File: config.mk
export PLATFORM = sky130hd
export DESIGN_NAME = dual_priority_encode_seq
export DESIGN_NICKNAME = d
export VERILOG_FILES = /design/src/rtl/dual_priority_encode_seq.sv
export SDC_FILE = /design/constraint.sdc
export NUM_CORES = 1
export LEC_CHECK = 0
export ABC_AREA = 1
export CAP_MARGIN = 40
export CORE_ASPECT_RATIO = 0.75
export CORE_MARGIN = 2
export CORE_UTILIZATION = 48
export CTS_CLUSTER_SIZE = 12
export DETAILED_ROUTE_END_ITERATION = 10
export GPL_TIMING_DRIVEN = 0
export PLACE_DENSITY = 0.75
export SYNTH_ARGS = -nofsm -noshare
export SYNTH_HDL_FRONTEND = slang
export SYNTH_SLANG_ARGS = --single-unit
File: constraint.sdc
create_clock -name i_clk -period 1.6 [get_ports i_clk]
set_input_delay 0.24 -clock i_clk [delete_from_list [all_inputs] [get_ports i_clk]]
set_output_delay 0.24 -clock i_clk [all_outputs]
set_load 0.02 [all_outputs]
File: src/rtl/dual_priority_encode_seq.sv
// dual_priority_encode_seq
//
// Sequential dual priority encoder. It captures a 12-bit request vector and
// walks it from bit 11 down to bit 0, one bit per clock. The encoder reports
// the codes of the highest and second-highest set bits. Bit n is reported as
// code n+1, and code 0 means "none".
//
// The scan always takes exactly 12 cycles, whatever the request contains.
// The result is then held until the downstream side accepts it.
//
// Ports
//   i_clk     : clock, all state changes on the rising edge
//   i_reset   : synchronous active-high reset
//   i_req     : 12-bit request vector (bit 11 = highest priority)
//   i_valid   : upstream request strobe, sampled only while idle
//   o_ready   : block is idle and will accept a request
//   o_first   : code of the highest set bit (0 = none)
//   o_second  : code of the second-highest set bit (0 = none)
//   o_none    : captured request had no bits set
//   o_valid   : o_first / o_second / o_none are valid
//   i_ready   : downstream accepts the result while o_valid is high
module dual_priority_encode_seq (
    input  logic        i_clk,
    input  logic        i_reset,
    input  logic [11:0] i_req,
    input  logic        i_valid,
    output logic        o_ready,
    output logic [3:0]  o_first,
    output logic [3:0]  o_second,
    output logic        o_none,
    output logic        o_valid,
    input  logic        i_ready
);

    typedef enum logic [1:0] {
        IDLE = 2'd0,
        SCAN = 2'd1,
        DONE = 2'd2
    } state_t;

    state_t      state_q, state_d;
    logic [11:0] req_q, req_d;
    logic [3:0]  cnt_q, cnt_d;
    logic [3:0]  first_q, first_d;
    logic [3:0]  second_q, second_d;

    logic        o_ready_q, o_ready_d;
    logic        o_valid_q, o_valid_d;
    logic [3:0]  o_first_q, o_first_d;
    logic [3:0]  o_second_q, o_second_d;
    logic        o_none_q, o_none_d;

    // Next-state, scan datapath and next output values.
    always_comb begin
        state_d  = state_q;
        req_d    = req_q;
        cnt_d    = cnt_q;
        first_d  = first_q;
        second_d = second_q;

        case (state_q)
            IDLE: begin
                if (i_valid) begin
                    req_d    = i_req;
                    cnt_d    = 4'd11;
                    first_d  = 4'd0;
                    second_d = 4'd0;
                    state_d  = SCAN;
                end else begin
                    state_d  = IDLE;
                end
            end
            SCAN: begin
                // Scanning downward from bit 11 makes the first hit the highest bit.
                if (req_q[cnt_q] && (first_q == 4'd0)) begin
                    first_d = cnt_q + 4'd1;
                end else if (req_q[cnt_q] && (second_q == 4'd0)) begin
                    second_d = cnt_q + 4'd1;
                end else begin
                    first_d  = first_q;
                    second_d = second_q;
                end
                // Bit 0 is processed on the same edge that enters DONE.
                if (cnt_q == 4'd0) begin
                    state_d = DONE;
                end else begin
                    cnt_d   = cnt_q - 4'd1;
                    state_d = SCAN;
                end
            end
            DONE: begin
                if (i_ready) begin
                    state_d = IDLE;
                end else begin
                    state_d = DONE;
                end
            end
            default: begin
                state_d  = IDLE;
                cnt_d    = 4'd0;
                first_d  = 4'd0;
                second_d = 4'd0;
                req_d    = 12'd0;
            end
        endcase

        // Outputs are computed from the next state so they leave a flop directly.
        o_ready_d = (state_d == IDLE);
        o_valid_d = (state_d == DONE);
        if (state_d == DONE) begin
            o_first_d  = first_d;
            o_second_d = second_d;
            o_none_d   = (first_d == 4'd0);
        end else begin
            o_first_d  = 4'd0;
            o_second_d = 4'd0;
            o_none_d   = 1'b0;
        end
    end

    // State, datapath and output registers with synchronous reset.
    always_ff @(posedge i_clk) begin
        if (i_reset) begin
            state_q    <= IDLE;
            req_q      <= 12'd0;
            cnt_q      <= 4'd0;
            first_q    <= 4'd0;
            second_q   <= 4'd0;
            o_ready_q  <= 1'b1;
            o_valid_q  <= 1'b0;
            o_first_q  <= 4'd0;
            o_second_q <= 4'd0;
            o_none_q   <= 1'b0;
        end else begin
            state_q    <= state_d;
            req_q      <= req_d;
            cnt_q      <= cnt_d;
            first_q    <= first_d;
            second_q   <= second_d;
            o_ready_q  <= o_ready_d;
            o_valid_q  <= o_valid_d;
            o_first_q  <= o_first_d;
            o_second_q <= o_second_d;
            o_none_q   <= o_none_d;
        end
    end

    assign o_ready  = o_ready_q;
    assign o_valid  = o_valid_q;
    assign o_first  = o_first_q;
    assign o_second = o_second_q;
    assign o_none   = o_none_q;

endmodule
* After elaboration in Yosys (flattened, before gate mapping) *
Cells that the tools add are included.

storage, ports and cells
  bits in registers = 37
  latch bits = 0
  memory bits (writable) = 0
  ROM bits = 0
  bits of input ports = 16
  word-level logic and storage cells = 51
  memories kept = 0

operators by class
  $add $sub $neg = 2
  multipliers = 0
  divide/modulo/power cells = 0
  order comparisons = 1
  equal/unequal tests = 5
  shift-type cells = 0
  multiplexer cells = 18
  bitwise gates (word level) = 3
  reductions and logical operators = 12

operators by type and width
  kind                   count
  $pmux W4 S3            3
  $mux W4                7
  $pmux W12 S2           1
  $logic_not A4 Y1       4
  $mux W12               1
  $pmux W2 S3            1
  $lt A4 B5 Y1 const B   1
  $add A4 B1 Y4 const B  1
  $bmux W1 S4            1
  $eq A2 B2 Y1 const B   2
  $logic_not A2 Y1       2
  $mux W2                2
  $ne A2 B2 Y1 const B   2
  $reduce_or A2 Y1       2
  $sub A4 B1 Y4 const B  1
  $not A1 Y1             3
  $reduce_and A3 Y1      1
  $eq A2 B1 Y1 const B   1
  $logic_and A1 B1 Y1    2
  $mux W1                2
  $reduce_and A2 Y1      1

* Longest topological paths before layout *
Gate-level depths: netlist of run 1.

  depth after elaboration = 6
  gate-level depth with buffers = 13

* Least setup slack after synthesis of run 1 *
OpenSTA, ideal clock, no wires.

  kind = register -> register
  start = register state_q[0]
  end = register o_none_q, in the netlist o_none
  arrival time = 1,465 ps
  data required time = 1,536 ps
  slack = 71 ps
  stages on the path, launching flop included = 13
  clock period less this slack = 1,529 ps
  cells stage by stage = dfxtp_1 > inv_1 > ha_1 > buf_6 > a21oi_4 > inv_2 > nor2_2 > inv_1 > nand2_1 > nand2_1 > o21ai_1 > nand2_1 > nor2_1

on the way
  longest elaborated chain between the ends = 5
  elaborated cells on any way between the ends = 9

ends and longest elaborated chain
  what                                  RTL line  source
  from (decl)                           41        state_t state_q, state_d;
  from (signal assigned)                135       state_q <= state_d;
  $eq A2 B2 Y1 (tied with other cells)  61        case (state_q)
  $pmux W2 S3                           61
  $eq A2 B2 Y1                          110       if (state_d == DONE) begin
  $not A1 Y1 (no line)                  -
  $reduce_or A2 Y1 (no line)            -
  to (signal assigned)                  144       o_none_q <= o_none_d;
  to (decl)                             51        logic o_none_q, o_none_d;

Parallel ways exist; a longest one is shown, timed or not.
A chain may end at the register's enable or synchronous reset.

* Worst setup path after layout of run 1 *
Ends and elaborated chain as after synthesis.

==> metrics, run 1 <==
status=completed; htree depth=2; Seq/Total Area, Yosys=41.1%; slowest CP cell=dfxtp_2; Setup-failing EPs final=0; vias in the first global route=1392; most common cell after layout, fill and taps aside=dfxtp_1; first-pass GRT wire length=6.38 mm; Mean Syn Cell Area=7.83 um^2; share of layout cells above drive strength 1=28.9%; Num CTS Buffers=5; Synth Area in Compound Gates=11.6%; Power Dens Cells=1110 nW/um^2; routed via count=1611; crit-path cells=inv_2 > ha_4 > buf_6 > a21oi_4 > inv_2 > nor2_4 > inv_2 > nand2_2 > nand2_2 > a21oi_2 > nand2_1 > nor2_1; xor-xnor portion of the synthesized cell area=0.486%; Ys Warns=0; global route overflow=0; die width=74.7 um; RSZ-0062 raised after global routing=yes; clock buffer depth=2; slew margin rel.=66.3%; met2 WL post-DR=1.67 mm; clk slew on worst S/H paths=0.07 ns; DR top layer=met4; M1 WL=1.92 mm; clk root buf=clkbuf_8; Post-Synth Simple-Gate Area=32.5%; placer's final routability congestion estimate=0.909; Slew Viols, Final=0; Max Fanout on Critical Path=6; Setup crit start kind=flop; GRT Resource Usage Total=20.1%; core area=3640 um^2; Crit path arrival time=1.83 ns; fin util=66.3%; clock tree from TritonCTS=yes; Mapped Nets=252; Unique masters post-synth=31; initial antenna violation count=0; multiplexer area fraction after synthesis=0%; Max-Cap Viols=0; final worst-path cycle share=99.4%; CP Launch Point=state_q[0]; commonest non-fill, non-tap cells in the layout=dfxtp_1 (33), inv_1 (26), clkdlybuf4s50_1 (26); Area growth, synth to finish=33.9%; synthesis-stage register bit count=37; R2R cell count=12; cell area after layout=2410 um^2; initial core utilization=49.5%; worst-skew pair later-pin latency=0.30 ns; Hold Vio Cnt, Final=0; Placed Instance Area=2130 um^2; CP most frequent cell=inv_2; Max VDD drop=0.575 mV; Setup crit end=o_none; metal3 WL=293 um; Site Rows=19; Setup Skew=0.00196 ns; port bufs=26; max incr delay on CP=0.35 ns; Worst Max-Slew Pin Slew=0.506 ns; Final nets=298; R2R Path End=o_none; Chip Height=57.0 um; IO Count=27; HPWL Detailed=2.73 mm; Pre-antenna DRT Iters=4; type of the tightest min-delay check=reg2reg; largest net degree at the start of global routing=12; Setup crit end kind=flop; Remaining DRCs=0; Worst EP required=1.84 ns; critical path class=reg2reg; Post-Syn Instances=230; Via density=4.90; Final ANT Viol Nets=0; flop-to-flop setup slack=0.009 ns; adder-cell share of the synthesized area=4.17%; Max Freq=629 MHz; initial DRC count=77; die area=4260 um^2; largest family of logic cells by synthesized area=simple AND/OR/NAND/NOR gates; hold-fix buffer count after cts=0; final wirelength=3.97 mm; leakage power=0.983 nW; wire length per cell=12.1 um; minimum clock period=1.59 ns; post-synthesis cell area=1800 um^2; Ant. Diodes=0; # clock sinks=37; FF-to-FF Start=state_q[0]
[sequential cells by signal, indices dropped and copies added (netlist names), 2 cells and up]
register	cells
second_q	4
o_first	4
cnt_q	4
first_q	4
state_q	2
req_q	12
o_second	4
[Yosys cell counts]
master    count  area (um^2)
a21oi_1      17         85.1
a21oi_2       2         17.5
a21oi_4       2         32.5
a221oi_1      3         26.3
buf_2         2         10.0
buf_6         2         22.5
clkbuf_1      4         15.0
dfxtp_1      37          741
ha_1          6         75.1
inv_1        29          109
inv_2         3         11.3
inv_4         1         6.26
inv_6         1         8.76
nand2_1      32          120
nand2_2       4         25.0
nand2_4       2         22.5
nand2b_1      6         37.5
nand3_1      18         90.1
nand3_2       5         50.1
nand4_1       6         37.5
nand4_2       1         12.5
nor2_1       22         82.6
nor2_2        3         18.8
nor3_1        2         10.0
nor4_4        1         21.3
o21ai_0       4         20.0
o21ai_1       3         15.0
o22ai_1       2         12.5
or2_1         2         12.5
or2_2         7         43.8
xnor2_1       1         8.76
[worst min-delay path by stage]
stage	slack, ns	end	depth (start not counted)	startpoint
2_1_floorplan	0.41	req_q[0]	2	i_req[0]
3_3_place_gp	0.46	req_q[7]	2	req_q[7]
3_5_place_dp	0.46	req_q[9]	2	req_q[9]
4_1_cts	0.48	req_q[6]	2	req_q[6]
5_1_grt	0.50	req_q[10]	2	req_q[10]
6_report	0.47	req_q[11]	2	req_q[11]
[routing by layer]
layer / vias to the layer above / track usage [%]
li1: 834 / -
met3: 8 / 5.48
met4: 0 / 11.5
met2: 39 / 26.4
met5: - / 0
met1: 730 / 29.3
[critical path: cells and delay by family, from the launching register on]
kind,cells,cell delay [ns]
AO/OA/AOI/OAI,2,0.31
adder cells (fa/ha/maj),1,0.15
AND/OR/NAND/NOR,5,0.38
flip-flops,1,0.35
buffers and inverters,4,0.32
[report_power, final]
| part | internal, mW | leakage, nW | switching [mW] |
|---|---|---|---|
| combinational | 0.389 | 0.626 | 0.513 |
| clock | 0.389 | 0.0542 | 0.330 |
| sequential | 1.00 | 0.303 | 0.0597 |
| total | 1.78 | 0.983 | 0.903 |
[through the flow]
| step | worst slack [ns] | instances | hold WS [ns] | power, mW | TNS [ns] |
|---|---|---|---|---|---|
| floorplan | 0.0712 | 230 | 0.405 | 1.64 | 0 |
| global placement | -0.184 | 308 | 0.461 | 1.81 | -2.29 |
| detailed placement | -0.246 | 308 | 0.461 | 1.83 | -2.99 |
| CTS | -0.0227 | 319 | 0.475 | 2.60 | -0.0227 |
| global route | -0.0558 | 329 | 0.503 | 2.86 | -0.108 |
| finish | 0.00912 | 329 | 0.473 | 2.68 | 0 |
[cells by family after synthesis]
family / after synthesis
xor gates and xnor gates: 1
adders and majority gates: 6
AOI/OAI and AO/OA: 33
and+or+nand+nor: 111
buffers and inverters: 42
DFF: 37
[timing repair]
| action | 4_1_cts | 5_1_grt |
|---|---|---|
| setup buffers | 3 | 9 |
| gates resized for setup | 8 | 22 |
| gates cloned | 0 | 2 |
| pin swaps | 3 | 9 |
| endpoints found under the setup margin | 22 | 32 |
[cell type report]
cell class / instances / area (um^2)
clock inverters: 1 / 5.00
plain buffers: 7 / 46.3
inverters: 34 / 138
repair buffers: 39 / 355
clock buffers: 7 / 96.3
multi-input cells: 152 / 960
well taps: 52 / 65.1
flip-flops and latches: 37 / 746
fillers: 305 / 1230
No activity file was read; power rests on OpenSTA's default activity.
==> inputs of run 2 (changes only) <==
Settings changed: GPL_TIMING_DRIVEN 0 to 1.
Clock period 1.6 ns to 1.35 ns, I/O delays scaled along.
==> metrics, run 2 (synthesized netlist as in run 1, its figures left out) <==
CP most frequent cell=nand3_4; Final nets=324 (+8.7%); final setup margin=-0.214 ns (-0.223 ns); global route overflow=0 (unchanged); IO Count=27 (unchanged); Tot Pwr=3.63 mW (+35%); CP Launch Point=cnt_q[0]; crit-path cells=inv_6 > buf_12 > nand2_4 > nand3_4 > nand3_2 > nand2_2 > inv_4 > nand3_4 > o21ai_2 > o21ai_1 > nand2_1 > nor2_1; GRT Resource Usage Total=24.8% (+4.6 points); clock buffer depth=2 (unchanged); pre-CTS setup slack=-0.289 ns (-0.0437 ns); fin util=78.6% (+12 points); final setup TNS=-3.05 ns (-3.05 ns); share of layout cells above drive strength 1=46.4% (+17 points); Crit path arrival time=1.74 ns (-0.09 ns); Max Freq=640 MHz (+1.7%); initial DRC count=146 (+90%); Max-Cap Viols=0 (unchanged); Area growth, synth to finish=58.7%; core area=3640 um^2 (unchanged); Remaining DRCs=0 (unchanged); slowest CP cell=dfxtp_4; Hold Vio Cnt, Final=0 (unchanged); flop-to-flop setup slack=-0.21 ns (-0.22 ns); Ant. Diodes=0 (unchanged); Via density=5.13 (+4.7%); Setup-failing EPs final=28 (+28); vias in the first global route=1703 (+22%); die area=4260 um^2 (unchanged); critical path class=reg2reg; Slew Viols, Final=0 (unchanged); Reg with most FFs=req_q; initial core utilization=49.5% (unchanged); HPWL Detailed=2.85 mm (+4.6%); cell area after layout=2860 um^2 (+19%); Chip Height=57.0 um (unchanged); wire length per cell=14.6 um (+21%); Power Dens Cells=1270 nW/um^2 (+14%); R2R Path End=second_q[2]; commonest non-fill, non-tap cells in the layout=buf_4 (34), dfxtp_1 (33), inv_1 (23); status=finished, violations left; largest net degree at the start of global routing=25 (+13); Largest register FFs=12 (unchanged); clk slew on worst S/H paths=0.08 ns (about the same); max incr delay on CP=0.42 ns (+0.07 ns); R2R cell count=12 (unchanged); placer's final routability congestion estimate=0.861 (-5.3%); Setup crit start kind=flop; Setup crit end=second_q[2]; most common cell after layout, fill and taps aside=buf_4; FF-to-FF Start=cnt_q[0]; clk root buf=clkbuf_8; type of the tightest min-delay check=in2reg; minimum clock period=1.56 ns (-0.0273 ns); die width=74.7 um (unchanged); routed via count=1815 (+13%); Site Rows=19 (unchanged); # clock sinks=37 (unchanged); Num CTS Buffers=5 (unchanged); Setup crit end kind=flop; initial antenna violation count=0 (unchanged); RSZ-0062 raised after global routing=yes; Setup Skew=0.0108 ns (+0.00884 ns); Worst Max-Slew Pin Slew=0.304 ns (-0.202 ns); Worst EP required=1.52 ns (-0.32 ns); clock tree from TritonCTS=yes; Placed Instance Area=2350 um^2 (+10%); htree depth=2 (unchanged); Final ANT Viol Nets=0 (unchanged); first-pass GRT wire length=7.96 mm (+25%); Max VDD drop=0.870 mV (+51%); worst-skew pair later-pin latency=0.29 ns (about the same); final worst-path cycle share=116% (+16 points); Max Fanout on Critical Path=7 (+1); slew margin rel.=79.7% (+13 points); final wirelength=5.16 mm (+30%); Pre-antenna DRT Iters=4 (unchanged); port bufs=26 (unchanged); leakage power=1.20 nW (+22%); failing checks=setup timing
-- run 2: cell count changes in the layout (fill, tap and decap cells not counted), sizes merged --
cell	before	now
dlygate4sd2	0	11
clkdlybuf4s50	26	15
buf	16	47
clkbuf	11	7
nand2	39	38
clkinv	1	0
-- run 2: layer usage --
metal  vias to the layer above  part of all wire, %  global-route usage, %
met2                        53                   49                   39.9
li1                        886                    -                      -
met3                        10                  6.0                   5.30
met1                       866                   43                   33.3
met4                         0                  1.6                   7.65
met5                         -                    0                      0
-- run 2: area by class of cell --
type | instances | area (um^2)
repair buffers | 73 | 674
fillers | 238 | 779
multi-input cells | 151 | 1140
clock buffers | 7 | 86.3
well taps | 52 | 65.1
flip-flops and latches | 37 | 753
inverters | 34 | 143
-- run 2: worst max-delay path: cells and delay by family (launching register included) --
family | cells | cell delay, ns
and+or+nand+nor | 7 | 0.49
AOI/OAI and AO/OA | 2 | 0.23
buffers and inverters | 3 | 0.29
DFF | 1 | 0.42
-- run 2: worst min-delay path by stage --
stage                   start   endpoint  slack, ns  depth (start not counted)
floorplan            i_req[0]   req_q[0]       0.37                          2
global placement     req_q[6]   req_q[6]       0.46                          2
detailed placement  req_q[11]  req_q[11]       0.46                          2
CTS                 req_q[11]  req_q[11]       0.47                          2
global route        i_req[10]  req_q[10]       0.50                          3
finish              i_req[11]  req_q[11]       0.48                          3
-- run 2: metrics by stage --
stage                     std cells  hold slack [ns]
after floorplan                 230            0.368
after global placement          328            0.459
after detailed placement        328            0.460
after CTS                       349            0.472
after global routing            354            0.498
final                           354            0.482
-- run 2: what timing repair did --
item                       4_1_cts  5_1_grt
setup endpoints to repair       33       36
gates resized for setup         55       35
hold buffers                     0        0
buffers inserted                14        6
pin swaps                       17       15
-- run 2: where the power goes --
group          internal (mW)  leakage (nW)  switching [mW]
clock                  0.405        0.0443           0.386
combinational          0.743         0.856           0.813
sequential              1.19         0.304          0.0906
==> inputs of run 3 (changes only) <==
--- a/config.mk
+++ b/config.mk
@@ -11,3 +11,3 @@
 export CORE_MARGIN = 2
-export CORE_UTILIZATION = 48
+export CORE_UTILIZATION = 45
 export CTS_CLUSTER_SIZE = 12
@@ -15,3 +15,4 @@
 export GPL_TIMING_DRIVEN = 1
-export PLACE_DENSITY = 0.75
+export PLACE_DENSITY = 0.71
+export SLEW_MARGIN = 15
 export SYNTH_ARGS = -nofsm -noshare
==> constraint.sdc (replaced) <==
create_clock -name i_clk -period 1.35 [get_ports i_clk]
set_input_delay 0.27 -clock i_clk [delete_from_list [all_inputs] [get_ports i_clk]]
set_output_delay 0.27 -clock i_clk [all_outputs]
set_load 0.02 [all_outputs]
==> metrics, run 3 (synthesized netlist as in run 1, its figures left out) <==
Setup-failing EPs final=33 (+18%); critical path class=reg2reg; min-delay src=req_q[11]; Remaining DRCs=0 (unchanged); Pre-antenna DRT Iters=4 (unchanged); htree depth=2 (unchanged); Reg with most FFs=req_q; Setup Skew=0.00687 ns (-0.00393 ns); Register Area=753 um^2 (unchanged); clock tree from TritonCTS=yes; flop-to-flop setup slack=-0.21 ns (about the same); initial core utilization=47.9% (-1.6 points); Chip Height=58.8 um (+3.1%); first-pass GRT wire length=7.04 mm (-12%); Slew Viols, Final=0 (unchanged); minimum clock period=1.56 ns (-0.00578 ns); Max Freq=642 MHz (+0.37%); placer's final routability congestion estimate=0.882 (+2.5%); Num CTS Buffers=5 (unchanged); Worst Max-Slew Pin Slew=0.288 ns (-0.0165 ns); status=finished, violations left; clk slew on worst S/H paths=0.07 ns (about the same); FF-to-FF Start=cnt_q[0]; Final ANT Viol Nets=0 (unchanged); clock buffer depth=2 (unchanged); slew margin rel.=80.8% (+1.1 points); HPWL Detailed=2.76 mm (-3.3%); cell area after layout=2860 um^2 (about the same); R2R cell count=12 (unchanged); Max VDD drop=0.882 mV (+1.3%); routed via count=1744 (-3.9%); Setup crit start kind=flop; Placed Instance Area=2340 um^2 (-0.11%); # clock sinks=37 (unchanged); initial antenna violation count=0 (unchanged); port bufs=26 (unchanged); failing checks=setup timing; wire length per cell=13.9 um (-4.9%); die width=77.0 um (+3.1%); type of the tightest min-delay check=reg2reg; Max-Cap Viols=0 (unchanged); Hold WS=0.473 ns (-0.00865 ns); clk root buf=clkbuf_8; R2R Path End=o_second[2]; global route overflow=0 (unchanged); Worst Hold End=req_q[11]; final worst-path cycle share=115% (-0.43 points); Final nets=321 (-0.93%); Via density=4.95 (-3.4%); share of layout cells above drive strength 1=42.3% (-4.0 points); GRT Resource Usage Total=19.8% (-5.0 points); largest net degree at the start of global routing=25 (unchanged); initial DRC count=94 (-36%); hold-fix buffer count after cts=0 (unchanged); Power Dens Cells=1290 nW/um^2 (+1.7%); final setup margin=-0.208 ns (+0.00578 ns); Site Rows=19 (unchanged); worst-skew pair later-pin latency=0.29 ns (about the same); commonest non-fill, non-tap cells in the layout=dfxtp_1 (33), nand2_1 (27), buf_4 (25); area of the multi-input gates=1100 um^2 (-3.1%); Worst EP required=1.53 ns (about the same); die area=4530 um^2 (+6.3%); Largest register FFs=12 (unchanged); Setup crit end kind=flop; Fillers=296 (+24%); Max Fanout on Critical Path=7 (unchanged); core area=3760 um^2 (+3.3%); leakage power=1.23 nW (+2.4%); most common cell after layout, fill and taps aside=dfxtp_1; Crit path arrival time=1.74 ns (about the same); Hold Vio Cnt, Final=0 (unchanged); IO Count=27 (unchanged); Area growth, synth to finish=58.9% (about the same); hold path depth=2 (-1); final wirelength=4.88 mm (-5.4%); vias in the first global route=1516 (-11%); RSZ-0062 raised after global routing=yes; Ant. Diodes=0 (unchanged)
-- run 3: cell count changes in the layout (fill, tap and decap cells not counted), sizes merged --
cell / previous run / this run
clkbuf: 7 / 9
clkinv: 0 / 1
buf: 47 / 41
nand2: 38 / 39
-- run 3: worst max path at each step --
stage               startpoint          end  slack (ns)  depth (start not counted)
finish                cnt_q[0]  o_second[2]       -0.21                         12
global route          cnt_q[0]  o_second[2]       -0.32                         13
CTS                   cnt_q[0]  second_q[2]       -0.13                         12
detailed placement     i_valid       o_none       -0.38                         11
global placement       i_valid       o_none       -0.30                         11
floorplan           state_q[0]       o_none       -0.06                         12
-- run 3: layer usage --
layer	track usage, %	vias to the layer above	routed length [um]
met5	0	-	0
met4	7.65	0	99
met3	4.75	9	249
met2	29.7	51	2190
met1	28.0	802	2340
li1	-	882	-
-- run 3: stage by stage --
step                setup slack (ns)  instances  utilization [%]  power, mW  setup TNS (ns)
finish                        -0.208        352             76.1       3.69           -3.27
global route                  -0.318        352             76.1       3.90           -5.87
CTS                           -0.132        344             69.6       3.36           -1.26
detailed placement            -0.382        326             62.4       2.37           -9.31
global placement              -0.301        326             62.4       2.37           -7.50
floorplan                    -0.0641        230                -       1.98          -0.243
-- run 3: critical path, cell delays in order, from the launching register on --
cell	delay (ns)
dfxtp_4	0.41
inv_6	0.06
buf_4	0.14
nand2_1	0.05
nand3_1	0.06
nand3_1	0.08
nand2_2	0.07
inv_4	0.10
nand3_4	0.08
o21ai_2	0.12
o21ai_1	0.08
nand2_1	0.12
nor2_1	0.07
-- run 3: timing repair --
action,4_1_cts,5_1_grt
endpoints found under the setup margin,35,37
setup buffers,9,6
gates cloned,1,3
pin swaps,11,14
gates resized for setup,37,43
-- run 3: cell type report --
| type | count | area share, % |
|---|---|---|
| clock buffer | 7 | 3.37 |
| clock inverter | 1 | 0.175 |
| inverter | 34 | 4.90 |
| multi-input combinational | 152 | 38.5 |
| sequential | 37 | 26.3 |
| tap | 52 | 2.27 |
| timing repair buffer | 69 | 24.5 |
-- run 3: power breakdown --
| part | internal (mW) | switching (mW) | leakage (nW) |
|---|---|---|---|
| Clock | 0.461 | 0.372 | 0.0542 |
| Sequential | 1.19 | 0.0810 | 0.304 |
| Combinational | 0.807 | 0.783 | 0.875 |
